==> src/rtl/uart_rxd.sv <==
// 8N1 serial receiver: two-flop synchroniser, mid-bit sampling, one-byte holding register with rdy/ferr/ovr.
// rdy rises the cycle after the stop sample; a good frame arriving while rdy is held and no rd is pending is dropped and sets ovr.
module uart_rxd #(
  parameter int CLKS_PER_BIT = 208
) (
  input  logic       clk,
  input  logic       reset,
  input  logic       rxd,
  input  logic       rd,
  output logic [7:0] q,
  output logic       rdy,
  output logic       ferr,
  output logic       ovr,
  output logic [7:0] status,
  output logic       busy
);

  localparam int CW = $clog2(CLKS_PER_BIT);
  localparam logic [CW-1:0] HALF_LD = CW'(CLKS_PER_BIT / 2 - 1);
  localparam logic [CW-1:0] BIT_LD  = CW'(CLKS_PER_BIT - 1);

  typedef enum logic [2:0] {IDLE, START, DATA, STOP, BRK} state_t;

  state_t        state;
  logic          s1, s2;
  logic          rs;
  logic [CW-1:0] cnt;
  logic [2:0]    idx;
  logic [7:0]    sh;

  assign rs     = s2;
  assign busy   = (state != IDLE);
  assign status = {5'b0, ovr, ferr, rdy};

  always_ff @(posedge clk or posedge reset) begin
    if (reset) begin
      // Synchroniser resets to the idle level so reset release never looks like a start bit
      s1    <= 1'b1;
      s2    <= 1'b1;
      state <= IDLE;
      cnt   <= '0;
      idx   <= '0;
      sh    <= '0;
      q     <= '0;
      rdy   <= 1'b0;
      ferr  <= 1'b0;
      ovr   <= 1'b0;
    end else begin
      s1 <= rxd;
      s2 <= s1;

      if (rd) begin
        rdy  <= 1'b0;
        ferr <= 1'b0;
        ovr  <= 1'b0;
      end

      case (state)
        IDLE: begin
          if (!rs) begin
            cnt   <= HALF_LD;
            state <= START;
          end
        end
        START: begin
          if (cnt == '0) begin
            if (!rs) begin
              cnt   <= BIT_LD;
              idx   <= '0;
              state <= DATA;
            end else begin
              state <= IDLE;
            end
          end else begin
            cnt <= cnt - CW'(1);
          end
        end
        DATA: begin
          if (cnt == '0) begin
            sh[idx] <= rs;
            cnt     <= BIT_LD;
            if (idx == 3'd7) state <= STOP;
            else             idx   <= idx + 3'd1;
          end else begin
            cnt <= cnt - CW'(1);
          end
        end
        STOP: begin
          if (cnt == '0) begin
            if (rs) begin
              // A read on the same edge frees the register, so the new byte is taken, not dropped
              if (!rdy || rd) begin
                q   <= sh;
                rdy <= 1'b1;
              end else begin
                ovr <= 1'b1;
              end
              state <= IDLE;
            end else begin
              ferr  <= 1'b1;
              state <= BRK;
            end
          end else begin
            cnt <= cnt - CW'(1);
          end
        end
        BRK: begin
          if (rs) state <= IDLE;
        end
        default: state <= IDLE;
      endcase
    end
  end

endmodule

==> config.mk <==
export PLATFORM = sky130hd
export DESIGN_NAME = uart_rxd
export DESIGN_NICKNAME = d
export VERILOG_FILES = /design/src/rtl/uart_rxd.sv
export SDC_FILE = /design/constraint.sdc
export NUM_CORES = 1
export LEC_CHECK = 0
export ABC_CLOCK_PERIOD_IN_PS = 2400
export CAP_MARGIN = 30
export CORE_UTILIZATION = 45
export DETAILED_ROUTE_END_ITERATION = 7
export PLACE_DENSITY = 0.67
export SLEW_MARGIN = 25
export SYNTH_ARGS = -nofsm -noshare
export SYNTH_HDL_FRONTEND = slang
export SYNTH_SLANG_ARGS = --single-unit
export TNS_END_PERCENT = 1
==> constraint.sdc <==
create_clock -name clk -period 2.4 [get_ports clk]
set_input_delay 0.48 -clock clk [delete_from_list [all_inputs] [get_ports clk]]
set_output_delay 0.48 -clock clk [all_outputs]
set_load 0.1 [all_outputs]
After elaboration in Yosys (flattened, before gate mapping)
Index checks and enable logic that the tools add are counted.
- register bits: 35
- input bits: 4
- output and inout bits: 20
- logic and storage cells: 79
- $add $sub $neg: 2
- order comparisons: 2
- equal/unequal tests: 15
- mux-type cells: 37
- reductions and logical operators: 13
- operators by type and width (cell ; count):
    $mux 8 ; 5
    $mux 3 ; 11
    $pmux 8 s4 ; 1
    $ne 2x2->1 const B ; 9
    $mux 1 ; 15
    $pmux 3 s5 ; 1
    $bwmux 8 ; 1
    $logic_not 8->1 ; 1
    $reduce_and 4->1 ; 2
    $sub 8x1->8 const B ; 1
    $eq 3x2->1 const B ; 2
    $eq 3x3->1 const B ; 2
    $pmux 3 s2 ; 1
    $reduce_and 6->1 ; 1
    $reduce_and 5->1 ; 1
    $lt 3x4->1 const B ; 1
    $reduce_bool 4->1 ; 1
    $add 3x1->3 const B ; 1
    $demux 1 s3 ; 1
    $eq 3x1->1 const B ; 1
    $ge 3x1->1 const B ; 1
    $logic_not 3->1 ; 1
    $ne 3x3->1 const B ; 1
    $reduce_bool 3->1 ; 1
    other kinds (6) ; 6

Logic depth before layout (Yosys ltp)
Gate-level depths: netlist of run 1.
- depth after elaboration: 6
- gate-level depth with buffers: 7
- depth with buffers taken out: 6

Worst setup path after synthesis of run 1
No wires, ideal clock.
- path kind: reg-to-reg
- start: register cnt[0]
- end: register q[0]
- setup time: 0.126 ns
- arrival: 1.842 ns
- data required time: 2.274 ns
- setup slack: 0.433 ns
- cell stages (with the launch flop): 7
- path buffers: 0
- period minus slack after synthesis: 1.967 ns
- path through: dfrtp_1 -> inv_1 -> ha_1 -> or3b_2 -> nor2_8 -> nand4_4 -> mux2_2
- cells in the longest elaborated chain, start to end: 2
- ends and longest elaborated chain (element ; RTL line ; text):
    start: declaration ; 27 ; logic [CW-1:0] cnt;
    start signal: assignment ; 75 ; cnt <= cnt - CW'(1);
    start signal: assignment ; 85 ; cnt <= cnt - CW'(1);
    start signal: assignment ; 104 ; cnt <= cnt - CW'(1);
    $logic_not 8->1 ; 89 ; if (cnt == '0) begin
    $reduce_and 4->1 (no line) ; -- ;
    end signal: assignment ; 93 ; q <= sh;
    end: declaration ; 10 ; output logic [7:0] q,
Every way passes these cells.
A chain may end at the register's enable or synchronous reset.

Final worst setup path of run 1
- start: register cnt[0]
- end: register q[7]
The elaborated chain is that of the path after synthesis.

==> results list, run 1 <==
* Number of enable-type register cells in the synthesized netlist: 0
* Iteration count of the initial detailed-routing pass: 4
- The wire-length estimate of the detail-placed layout is 2520 um.
* Type of the worst setup path: flop to flop
- Across every metal layer, demand over resource in global routing totals 17.8%.
- The first global-routing pass estimated between 5000 and 6000 um of wire.
- After detailed routing, the average wire length per cell comes to ~14 um.
- In this run the core area contains 23 standard-cell rows.
- In the routed design, unresolved DRC markers number 0.
* GRT Residual Overflow: 0
- Top library cells by usage in the layout, fill and taps aside: sky130_fd_sc_hd__dfrtp_1 (33), sky130_fd_sc_hd__buf_4 (20), sky130_fd_sc_hd__nor2_1 (14), sky130_fd_sc_hd__mux2_2 (14), sky130_fd_sc_hd__inv_1 (10)
- Number of antenna-violating nets in the routed design: 0
- The library cell used most frequently in the layout, excluding fill and tap cells, is sky130_fd_sc_hd__dfrtp_1.
- Maximum count of clock buffers along a single path: 2
- Die W: 66.5 um
- Startpoint type of the worst setup path: flop
- IR analysis of the VDD net gives a maximum drop of 0.362 mV.
- Setup repair bufs after CTS: 0
* Synthesized instance count: 176
* Number of ports placed on the die boundary: 24
- Final-report max-slew violation count: 0
- The cell family contributing the most delay on the critical path is simple AND/OR/NAND/NOR gates.
- After layout, the minimum clock period comes to 2170 ps.
- Setup repair after global routing missed its margin: no
- In the final timing run, aggregate negative setup slack is 0 ps.
* #FFs+latches synth: 35
- Worst endpoint data arrival time: 2340 ps
* Critical path's largest stage delay: 560 ps
- Yosys printed 0 warnings.
* Non-filler cells, final: 245
* Number of gates given a new drive strength after cts: 0
* Antenna Cells: 0
- Synthesized area per cell: 10.6 um^2
- Entering global routing, the biggest net connects 36 pins.
* Slowest cell on the critical path: sky130_fd_sc_hd__or3b_2
* Fraction of final layout cells sized beyond drive strength 1: 27.7%
- The worst hold path belongs to the class flop to flop.
- Register-to-register setup slack: 230 ps
- Number of buffers added by the clock tree synthesis step: 5
- Final setup vio count: 0
* Reported leakage power: 0.000979 uW
- Cell count after placement: 237
* Run status: finished clean
- Timing would allow up to 460 MHz.
* Level count of the clock H-tree: 2
- The number of global-route vias before repair came to around 1300.
- Netlist area before placement: 1870 um^2
- Count of different cell masters after synthesis: 48
* CTS Root Cell: sky130_fd_sc_hd__clkbuf_8
* Core area: approximately 4000 um^2
- Number of antenna violations at the first check in global routing: 0
* TritonCTS clock tree: done
- Post-layout net count: 202
- Starting DRT DRC Count: 76
- Starting density of the core: 46.9%
* Most used flip-flop cell after synthesis: sky130_fd_sc_hd__dfrtp_1
* Final count of hold timing violations: 0
- Die outline area: 4430 um^2
- Of all flip-flops after synthesis, the portion carrying an async set or reset was 100%.
* Final setup skew: slightly below 5 ps
- Area growth from synthesis to final layout: 13.4%
- Period utilization: 90.6%
- Height of the die: 66.5 um
- Clock-pin slew on the worst setup and hold paths: 70 ps
- The congestion estimate from routability-driven global placement came to 0.848.
- Mean number of vias per cell: 5.58
* Maximum fanout along the worst path: 9
* Sequential cell area fraction in the yosys report: 46.9%
* Crit path required time: 2570 ps
- FILL cells: 356
* Power per cell area: 503 nW/um^2
* Hold-fix buffer count after cts: 0
- Number of buffers and inverters on the critical path: 1
- Crit path cell chain: inv_1 > ha_1 > or3b_2 > nor2_8 > nand4_4 > mux2_2
- Insertion delay to the later sink of the worst-skew pair: about 280 ps
- Buffers on Ports: 18
* Number of maximum-capacitance violations: 0
* Via count of the routed design: 1367
* Number of sinks driven by the clock tree: 35
- The worst setup path is captured at a flop.
* DRT Wirelength: 3540 um
## where the power goes
group          switching [uW]  internal, uW
Sequential               3.56           593
Combinational            50.4          7.47
Clock                     213           203
## sequential cells by signal, summed over array words and instances (netlist names)
register  flops
state         3
s1            1
sh            8
ovr           1
cnt           8
idx           3
q             8
ferr          1
rdy           1
rs            1
## cells by family after synthesis
family | share of synthesized area [%]
other | 0.200
xor gates and xnor gates | 0.935
DFF | 46.9
adders and majority gates | 2.67
buffers and inverters | 6.88
muxes | 8.41
AOI/OAI and AO/OA | 16.2
and+or+nand+nor | 17.9
## per-stage QoR
| step | hold slack, ps | setup slack, ps | area [um^2] | power (uW) | util [%] |
|---|---|---|---|---|---|
| finish | 360 | 226 | 2130 | 1070 | 53.1 |
| global route | 368 | 132 | 2130 | 1110 | 53.1 |
| CTS | 361 | 243 | 2130 | 1080 | 53.1 |
| detailed placement | 347 | 252 | 2040 | 666 | 51.0 |
| global placement | 347 | 299 | 2040 | 665 | 51.0 |
| floorplan | 345 | 433 | 1890 | 661 | - |
## final cells by class
cell class | instances | area (um^2) | share of cell area, %
multi-input cells | 119 | 882 | 41.5
flip-flops and latches | 35 | 878 | 41.3
repair buffers | 23 | 180 | 8.48
clock buffers | 6 | 72.6 | 3.41
well taps | 50 | 62.6 | 2.94
inverters | 10 | 37.5 | 1.77
clock inverters | 2 | 12.5 | 0.589
## worst reg2reg max path, stage by stage (launching register included)
cell                      delay [ps]
sky130_fd_sc_hd__dfrtp_1         430
sky130_fd_sc_hd__inv_1           110
sky130_fd_sc_hd__ha_1            220
sky130_fd_sc_hd__or3b_2          560
sky130_fd_sc_hd__nor2_8          200
sky130_fd_sc_hd__nand4_4         210
sky130_fd_sc_hd__mux2_2          330
## synthesized netlist by cell type, types with 3 or more instances
master / count / area, um^2
sky130_fd_sc_hd__nor3b_1: 3 / 22.5
sky130_fd_sc_hd__nor2_1: 14 / 52.6
sky130_fd_sc_hd__clkbuf_1: 5 / 18.8
sky130_fd_sc_hd__o21ai_0: 7 / 35.0
sky130_fd_sc_hd__buf_4: 8 / 60.1
sky130_fd_sc_hd__inv_1: 10 / 37.5
sky130_fd_sc_hd__ha_1: 4 / 50.1
sky130_fd_sc_hd__dfrtp_1: 33 / 826
sky130_fd_sc_hd__mux2_2: 14 / 158
sky130_fd_sc_hd__nand3_1: 3 / 15.0
sky130_fd_sc_hd__nor4b_1: 3 / 26.3
sky130_fd_sc_hd__a31oi_1: 4 / 25.0
sky130_fd_sc_hd__nand2_1: 9 / 33.8
sky130_fd_sc_hd__o31ai_1: 5 / 37.5
sky130_fd_sc_hd__nand2b_1: 4 / 25.0
sky130_fd_sc_hd__nor3_1: 5 / 25.0
## routing by layer
metal	up-vias	global-route usage (%)	share of wire, %
li1	664	-	-
met1	664	23.1	48
met2	33	27.9	48
met3	6	5.48	3.2
met4	0	5.85	1.3
met5	-	0	0
## worst paths after layout
path,from,to,depth (start not counted)
setup / recovery,cnt[0]$_DFFE_PP0P_,q[7]$_DFFE_PP0P_,6
hold / removal,s1$_DFF_PP1_,rs$_DFF_PP1_,0
setup reg to reg,cnt[0]$_DFFE_PP0P_,q[7]$_DFFE_PP0P_,6
hold reg to reg,s1$_DFF_PP1_,rs$_DFF_PP1_,0
max in group asynchronous,reset,s1$_DFF_PP1_,3
min in group asynchronous,reset,ferr$_DFF_PP0_,3
(Power assumes the default switching activity.)
==> inputs of run 2 (changes only) <==
Settings changed: GPL_TIMING_DRIVEN set to 0.
==> results list, run 2 (synthesis gave the netlist of run 1 again) <==
- The area occupied by multi-input gates was 882 um^2 (unchanged).
* Period utilization: 98.5% (+7.9 points)
- The number of nets in the finished design came to 213 (+5.4%).
- Power per cell area: 494 nW/um^2 (-1.8%)
- The clock period minus final worst setup slack was 2360 ps (+190 ps).
* Number of ports placed on the die boundary: 24 (unchanged)
- The buffering stage count on the worst path with inverters included was 2 (+1).
- The startpoint identified for the worst hold timing path is s1$_DFF_PP1_.
- TritonCTS built the clock tree.
- Highest achievable clock rate: 423 MHz (-8.0%)
* Slew HR: 35.2%
* Starting density of the core: 46.9% (unchanged)
* CTS Root Cell: sky130_fd_sc_hd__clkbuf_8
- The library cell used most frequently in the layout, excluding fill and tap cells, is sky130_fd_sc_hd__dfrtp_1.
- Number of antenna-violating nets in the routed design: 0 (unchanged)
- Setup repair after global routing missed its margin: no
- Sequential cell area: 878 um^2 (unchanged)
- Area growth from synthesis to final layout: 18.7%
- The total number of vias came to 1431 (+4.7%).
- The number of global-route vias before repair came to 1418 (+13%).
- Slowest cell on the critical path: sky130_fd_sc_hd__clkdlybuf4s50_1
- Type of the worst setup path: flop to output pin
* Maximum fanout along the worst path: 3 (-6)
* Die outline area: 4430 um^2 (unchanged)
- DR DRC count: 0 (unchanged)
- Worst hold path depth: 0 (unchanged)
* Antenna Cells: 0 (unchanged)
- The final count of hold timing violations came to 0 (unchanged).
- The final non-filler cell area was 2220 um^2 (+4.6%).
* FILL cells: 368 (+3.4%)
- DRT Wirelength: 3880 um (+9.7%)
* Maximum number of pins on one net before global-route repair: 36 (unchanged)
- Critical path's largest stage delay: 1110 ps (+550 ps)
- Worst endpoint data arrival time: 1880 ps (-460 ps)
* Number of maximum-capacitance violations: 0 (unchanged)
- The die span in y is 66.5 um (unchanged).
- The residual overflow from global routing came to 0 (unchanged).
* Reported leakage power: 0.00101 uW (+3.2%)
- Die W: 66.5 um (unchanged)
* Maximum count of clock buffers along a single path: 2 (unchanged)
- The routability congestion estimate from global placement is 0.824 (-2.8%).
- The highest ir drop seen on vdd was 0.308 mV (-15%).
- Run status: finished clean
- The total track usage was 19.6% (+1.8 points).
- Capture instance of the worst register-to-register path: cnt[5]$_DFFE_PP0P_
- The worst setup skew after layout is 8.07 ps (+3.25 ps).
- Top library cells by usage in the layout, fill and taps aside: sky130_fd_sc_hd__dfrtp_1 (33), sky130_fd_sc_hd__clkdlybuf4s50_1 (15), sky130_fd_sc_hd__nor2_1 (14), sky130_fd_sc_hd__mux2_2 (14)
* Global-route wire length before repair: 6290 um (+8.6%)
- The number of standard-cell rows in the floorplan was 23 (unchanged).
- In the final layout, the registers with the most flip-flops are cnt: 8 flops, q: 8 flops, sh: 8 flops.
* Insertion delay to the later sink of the worst-skew pair: 290 ps (about the same)
* Clock-pin slew on the worst setup and hold paths: 70 ps (about the same)
* Hold-fix buffer count after cts: 0 (unchanged)
- The reg2reg setup slack was 140 ps (-90 ps).
- Hold Crit Endpoint: rs$_DFF_PP1_
- Grouping stages by cell kind, the critical path spends the most delay in buffers and inverters.
* Critical Path Stages: 2 (-4)
- Crit path cell chain: buf_4 > clkdlybuf4s50_1
- The number of levels in the clock H-tree is 2 (unchanged).
- Average wire per cell in the routed design: 15.2 um (+4.9%)
* Hpwl dp: 2830 um (+13%)
- The core footprint came to 4000 um^2 (unchanged).
- The number of port buffers is 18 (unchanged).
- Final setup vio count: 0 (unchanged)
* Critical Path Sink Type: output pin
- Utilization of the core after routing: 55.6% (+2.5 points)
* Crit path required time: 1920 ps (-650 ps)
- The layout cell share with drive strength beyond 1 was 22.3% (-5.4 points).
* Final-report max-slew violation count: 0 (unchanged)
* Final Power: 1100 uW (+2.8%)
* Number of antenna violations at the first check in global routing: 0 (unchanged)
- The worst register-to-register path begins at cnt[1]$_DFFE_PP0P_.
* Setup repair bufs after CTS: 0 (unchanged)
- Cell count of the worst reg-to-reg path: 6 (unchanged)
- The total number of clock tree sinks is 35 (unchanged).
* Starting DRT DRC Count: 86 (+13%)
- The iteration count of the initial detailed-routing pass came to 4 (unchanged).
* Mean number of vias per cell: 5.59 (+0.18%)
- Worst min-delay path category: flop to flop
- Actual slew at the worst max-slew pin: roughly 970 ps
- Number of buffers added by the clock tree synthesis step: 5 (unchanged)
- Post-Place Cell Area: 2130 um^2 (+4.5%)
* Startpoint type of the worst setup path: flop
==> run 2: where the power goes <==
part | leakage (uW) | switching [uW] | internal, uW | total, uW
Sequential | 0.000451 | 0.849 | 593 | 594
Combinational | 0.000511 | 54.6 | 12.4 | 67.0
Clock | 0.0000482 | 207 | 231 | 439
==> run 2: cell type report <==
cell class                      count  area share, %
Inverter                           10           1.69
Buffer                             16           4.11
Sequential cell                    35           39.5
Multi-Input combinational cell    119           39.7
Clock buffer                        7           3.88
Tap cell                           50           2.81
Timing Repair Buffer               18           8.16
Clock inverter                      1          0.225
==> run 2: worst max path at each step <==
stage                         start                to
5_1_grt               ovr$_DFF_PP0_         status[2]
4_1_cts              ferr$_DFF_PP0_         status[1]
3_3_place_gp   state[2]$_DFFE_PP0P_              busy
3_5_place_dp   state[2]$_DFFE_PP0P_              busy
2_1_floorplan    cnt[0]$_DFFE_PP0P_  q[0]$_DFFE_PP0P_
6_report              ovr$_DFF_PP0_         status[2]
==> run 2: layer usage <==
metal | routed length [um] | global-route usage [%]
met4 | 78 | 9.57
met5 | 0 | 0
met1 | 1750 | 24.1
met3 | 158 | 4.11
met2 | 1890 | 32.4
==> run 2: repair_timing <==
item / 4_1_cts / 5_1_grt
setup endpoints to repair: 2 / 1
resized for setup: 4 / 1
pin swaps: 0 / 0
==> run 2: stage by stage <==
step | std cells | TNS [ps] | setup slack (ps) | hold slack, ps
6_report | 256 | 0 | 36.8 | 363
4_1_cts | 256 | 0 | 1.82 | 365
3_3_place_gp | 248 | -121 | -121 | 347
5_1_grt | 256 | 0 | 2.00 | 365
3_5_place_dp | 248 | -130 | -130 | 355
2_1_floorplan | 180 | 0 | 433 | 345
